<file path="config.mk">
export PLATFORM = sky130hd
export DESIGN_NAME = score_bcd
export DESIGN_NICKNAME = d
export VERILOG_FILES = /design/src/rtl/score_bcd.sv
export SDC_FILE = /design/constraint.sdc
export NUM_CORES = 1
export LEC_CHECK = 0
export ABC_AREA = 1
export BUFFER_PORTS_ARGS = -buffer_cell sky130_fd_sc_hd__buf_2
export CAP_MARGIN = 20
export CORE_MARGIN = 3
export CORE_UTILIZATION = 45
export DETAILED_ROUTE_END_ITERATION = 6
export PLACE_DENSITY_LB_ADDON = 0.2
export REMOVE_ABC_BUFFERS = 1
export SYNTH_ARGS = -nofsm -noshare
export SYNTH_HDL_FRONTEND = slang
export SYNTH_SLANG_ARGS = --single-unit
</file>
<file path="constraint.sdc">
create_clock -name clk -period 1.1 [get_ports clk]
set_input_delay 0 -clock clk [delete_from_list [all_inputs] [get_ports clk]]
set_output_delay 0 -clock clk [all_outputs]
set_load 0.01 [all_outputs]
</file>
<file path="src/rtl/score_bcd.sv">
// Converts two binary scores to three BCD digits each via parallel double-dabble; done SCORE_W+2 cycles after start.
// Optional SCORE_BCD_LEADING_ZERO_BLANK_EN blanks leading zeros (4'hF). start is ignored while busy.
module score_bcd #(
    parameter int SCORE_W = 8
) (
    input  logic               clk,
    input  logic               resetn,
    input  logic               start,
    input  logic [SCORE_W-1:0] score_a,
    input  logic [SCORE_W-1:0] score_b,
    output logic               busy,
    output logic               done,
    output logic [3:0]         seg0,
    output logic [3:0]         seg1,
    output logic [3:0]         seg2,
    output logic [3:0]         seg3,
    output logic [3:0]         seg4,
    output logic [3:0]         seg5
);

    typedef enum logic [1:0] {IDLE, SHIFT, DONE} state_t;

`ifdef SCORE_BCD_LEADING_ZERO_BLANK_EN
    localparam logic [11:0] RST_DIG = 12'hFF0;
`else
    localparam logic [11:0] RST_DIG = 12'h000;
`endif

    state_t             state_q, state_d;
    logic [3:0]         cnt_q, cnt_d;
    logic [SCORE_W-1:0] sra_q, sra_d, srb_q, srb_d;
    logic [11:0]        bcda_q, bcda_d, bcdb_q, bcdb_d;
    logic               busy_q, busy_d, done_q, done_d;
    logic [5:0][3:0]    seg_q, seg_d;

    function automatic logic [11:0] dd_step(input logic [11:0] bcd, input logic bit_in);
        logic [11:0] adj;
        adj = bcd;
        for (int i = 0; i < 3; i++) begin
            if (adj[4*i +: 4] >= 4'd5) adj[4*i +: 4] = adj[4*i +: 4] + 4'd3;
        end
        return 12'({adj, bit_in});
    endfunction

    function automatic logic [11:0] blank(input logic [11:0] bcd);
        logic [11:0] r;
        r = bcd;
`ifdef SCORE_BCD_LEADING_ZERO_BLANK_EN
        if (bcd[11:8] == 4'd0) begin
            r[11:8] = 4'hF;
            if (bcd[7:4] == 4'd0) r[7:4] = 4'hF;
        end
`endif
        return r;
    endfunction

    always_comb begin
        state_d = state_q;
        cnt_d   = cnt_q;
        sra_d   = sra_q;
        srb_d   = srb_q;
        bcda_d  = bcda_q;
        bcdb_d  = bcdb_q;
        busy_d  = busy_q;
        done_d  = 1'b0;
        seg_d   = seg_q;
        unique case (state_q)
            IDLE: begin
                if (start) begin
                    sra_d   = score_a;
                    srb_d   = score_b;
                    bcda_d  = '0;
                    bcdb_d  = '0;
                    cnt_d   = '0;
                    busy_d  = 1'b1;
                    state_d = SHIFT;
                end
            end
            SHIFT: begin
                // MSB of each captured score feeds the LSB of its BCD accumulator.
                bcda_d = dd_step(bcda_q, sra_q[SCORE_W-1]);
                bcdb_d = dd_step(bcdb_q, srb_q[SCORE_W-1]);
                sra_d  = sra_q << 1;
                srb_d  = srb_q << 1;
                cnt_d  = cnt_q + 4'd1;
                if (cnt_q == 4'(SCORE_W - 1)) state_d = DONE;
            end
            DONE: begin
                seg_d   = {blank(bcdb_q), blank(bcda_q)};
                done_d  = 1'b1;
                busy_d  = 1'b0;
                state_d = IDLE;
            end
            default: state_d = IDLE;
        endcase
    end

    always_ff @(posedge clk or negedge resetn) begin
        if (!resetn) begin
            state_q <= IDLE;
            cnt_q   <= '0;
            sra_q   <= '0;
            srb_q   <= '0;
            bcda_q  <= '0;
            bcdb_q  <= '0;
            busy_q  <= 1'b0;
            done_q  <= 1'b0;
            seg_q   <= {RST_DIG, RST_DIG};
        end else begin
            state_q <= state_d;
            cnt_q   <= cnt_d;
            sra_q   <= sra_d;
            srb_q   <= srb_d;
            bcda_q  <= bcda_d;
            bcdb_q  <= bcdb_d;
            busy_q  <= busy_d;
            done_q  <= done_d;
            seg_q   <= seg_d;
        end
    end

    assign busy = busy_q;
    assign done = done_q;
    assign seg0 = seg_q[0];
    assign seg1 = seg_q[1];
    assign seg2 = seg_q[2];
    assign seg3 = seg_q[3];
    assign seg4 = seg_q[4];
    assign seg5 = seg_q[5];

endmodule
</file>
==> metrics.md <==
| Metric | Value |
|---|---|
| Worst-skew pair later-pin latency | 340 ps |
| Crit-path max FO | 4 |
| Slew @ Worst Pin | 385 ps |
| DR DRC count | 0 |
| Cell type with the highest aggregate area in the netlist | dfrtp_1 |
| Core area | 0.00702 mm2 |
| Ys async rst share | 1.00 |
| Routed Antenna Nets | 0 |
| Routed len/inst | 13.7 um |
| Synth Area per Inst | 8.57 um2 |
| Clock Path Buffers | 2 |
| First-pass GRT wire length | 12500 um |
| Sequential group share of total power | 0.326 |
| Ant. Diodes | 0 |
| Switch share | 0.411 |
| Post-synth EDFFs | 0 |
| Synthesized flop and latch total | 72 |
| Combinational share of power | 0.543 |
| Share of the synthesized area in the top cell type | 0.535 |
| Final instance area | 0.00492 mm2 |
| Horiz. Die Dim | 92.5 um |
| Nature of the critical path endpoint | flip-flop |
| Total CTS buffers | 9 |
| Setup violations, final | 63 |
| TritonCTS clock tree | done |
| RSZ-0062 raised after global routing | yes |
| Clk sinks | 72 |
| Worst Path Required | 1330 ps |
| VDD IR-drop max | 1.29 mV |
| I/O Buffers | 44 |
| Clock share of power | 0.131 |
| Distinct cells, synth | 23 |
| Most used DFF post-synth | dfrtp_1 |
| Placed instance area | 0.00395 mm2 |
| CP Launch Type | flip-flop |
| Starting Density | 0.480 |
| Initial antenna violation count | 0 |
| HPWL Detailed | 4690 um |
| Max-Slew Margin vs Limit | 0.743 |
| Fin. Hold Viols | 0 |
| Via count | 3024 |
| Max_cap viols | 0 |
| Setup Crit Path Kind | flip-flop to flip-flop |
| CP arrival | 1440 ps |
| Ys Warns | 0 |
| Routed wire length | 8230 um |
| Grt ovf | 0 |
| Final Max Tran Viols | 0 |
| Register area share after synthesis | 0.535 |
| Syn Inst Count | 393 |
| P_sw | 5920 uW |
| Leakage | 0.00242 uW |
| Vias per std cell | 5.01 |
| Failing checks | negative setup slack |
| Clock root buffer | clkbuf_8 |
| Finished Core Util | 0.701 |
| Setup Skew | 5.62 ps |
| Share of cells above drive strength 1 | 0.396 |
| Clock-pin transition on the worst setup and hold timing paths | 70 ps |
| GRT Util Overall | 0.181 |
| Fin worst setup slack | -109 ps |
| Vias in the first global route | 2847 |
| Num ports | 45 |
| Nets | 536 |
| H-tree Lvls | 3 |
| Largest net degree at the start of global routing | 73 |
| Fin crit period | 1210 ps |
| Status | finished, violations left |
| Mapped Area | 0.00337 mm2 |
| Die ar. | 0.00856 mm2 |
| GPL Wtd Cong | 0.863 |
| Die height | 92.5 um |
| Fmax | 827 MHz |
| Area growth syn-to-layout | 46.0% |
| Pwr/cell area | 2930 mW/mm2 |
| Drt first pass iters | 5 |
| Largest cells by area after synthesis | dfrtp_1 (53%), nand2_1 (13%), o21ai_0 (5.6%) |
| Initial DRC count | 165 |
| Rows | 30 |
| Period utilization | 1.10 |
| HP Class | input pin to asynchronous set/reset pin |
| Cell Int Power | 8470 uW |
## cell families (layout without fill, tap and decap cells)
group | Yosys count | after routing | share of synthesized area
and+or+nand+nor | 191 | 191 | 0.238
DFF | 72 | 72 | 0.535
buffers and inverters | 47 | 161 | 0.0661
AOI/OAI and AO/OA | 70 | 70 | 0.113
adders and majority gates | 13 | 13 | 0.0483
## synth_stat cells (2+ instances only)
cell     count
inv_2        2
nor2_1      25
o21ai_1      9
o22ai_1      7
ha_1        13
buf_2        4
dfrtp_1     72
buf_4        4
nand2_2      2
nand4_1     11
inv_1       31
o21ai_2      5
nand3_1     33
buf_6        3
o21ai_0     38
nand2_1    118
a21oi_1     10
## final timing paths
kind	start	endpoint	slack, ps	cells past startpoint
min in group clk	score_b[4]	srb_q[4]$_DFFE_PN0P_	450	4
hold / removal	resetn	seg2[1]$_DFFE_PN0P_	220	3
setup reg to reg	bcdb_q[0]$_DFFE_PN0P_	bcdb_q[2]$_DFFE_PN0P_	-110	7
hold reg to reg	busy$_DFFE_PN0P_	busy$_DFFE_PN0P_	470	2
setup / recovery	bcdb_q[0]$_DFFE_PN0P_	bcdb_q[2]$_DFFE_PN0P_	-110	7
max in group asynchronous	resetn	bcda_q[0]$_DFFE_PN0P_	550	3
## critical path, cell delays in order, from the launching register on
cell and delay [ps]:
dfrtp_2 450, inv_2 90, ha_4 140, inv_2 50
nand2_4 80, nand4_1 110, nand3_1 120, nand2_1 50
## power groups by stage
stage | sequential [uW] | clock (uW) | combinational, uW
after floorplan | 4530 | 0 | 3290
after global placement | 4450 | 0 | 5420
after detailed placement | 4500 | 0 | 5560
after CTS | 4520 | 1930 | 6230
after global routing | 4830 | 2050 | 8670
final | 4690 | 1890 | 7820
## cell usage in the layout, fill, tap and decap left out, types with 18 or more instances in the layout
master | netlist | layout
nand2_1 | 118 | 94
dfrtp_1 | 72 | 69
buf_2 | 4 | 44
buf_4 | 4 | 37
o21ai_0 | 38 | 29
nand3_1 | 33 | 23
nor2_1 | 25 | 20
inv_2 | 2 | 18
nand2_2 | 2 | 18
dlygate4sd3_1 | 0 | 18
## what timing repair did
| action | in CTS | in global routing |
|---|---|---|
| hold endpoints to repair | 88 | 0 |
| hold buffers | 18 | 0 |
| buffers inserted | 8 | 5 |
| pin swaps | 16 | 32 |
| gates cloned | 0 | 4 |
| endpoints found under the setup margin | 52 | 70 |
| gates resized for setup | 49 | 77 |
## layer usage
layer,vias to the layer above,part of all wire,track usage
li1,1515,-,-
met1,1441,0.43,0.230
met2,58,0.52,0.308
met3,10,0.040,0.0301
met4,0,0.013,0.0743
met5,-,0,0
## layout make-up
cell class | instances | area (um2)
fillers | 519 | 2100
flip-flops and latches | 72 | 1810
multi-input cells | 274 | 1750
repair buffers | 113 | 930
clock buffers | 14 | 173
inverters | 34 | 140
well taps | 96 | 120
## state kept, by name, summed over array words and instances, names as in the netlist
name and cells:
bcda_q 12, bcdb_q 12, busy 1, cnt_q 4, done 1, seg0 4, seg1 4, seg2 4
seg3 4, seg4 4, seg5 4, sra_q 8, srb_q 8, state_q 2
## metrics by stage
step	std cells	total power (uW)	setup WS, ps	hold slack, ps	setup TNS, ps
finish	603	14400	-109	216	-1890
global route	603	15600	-138	263	-5680
CTS	594	12700	-51.9	232	-799
detailed placement	554	10100	-141	60.3	-1960
global placement	554	9870	-61.2	58.8	-1150
floorplan	380	7820	-352	-296	-8810
Power figures use the tool's default switching activity.
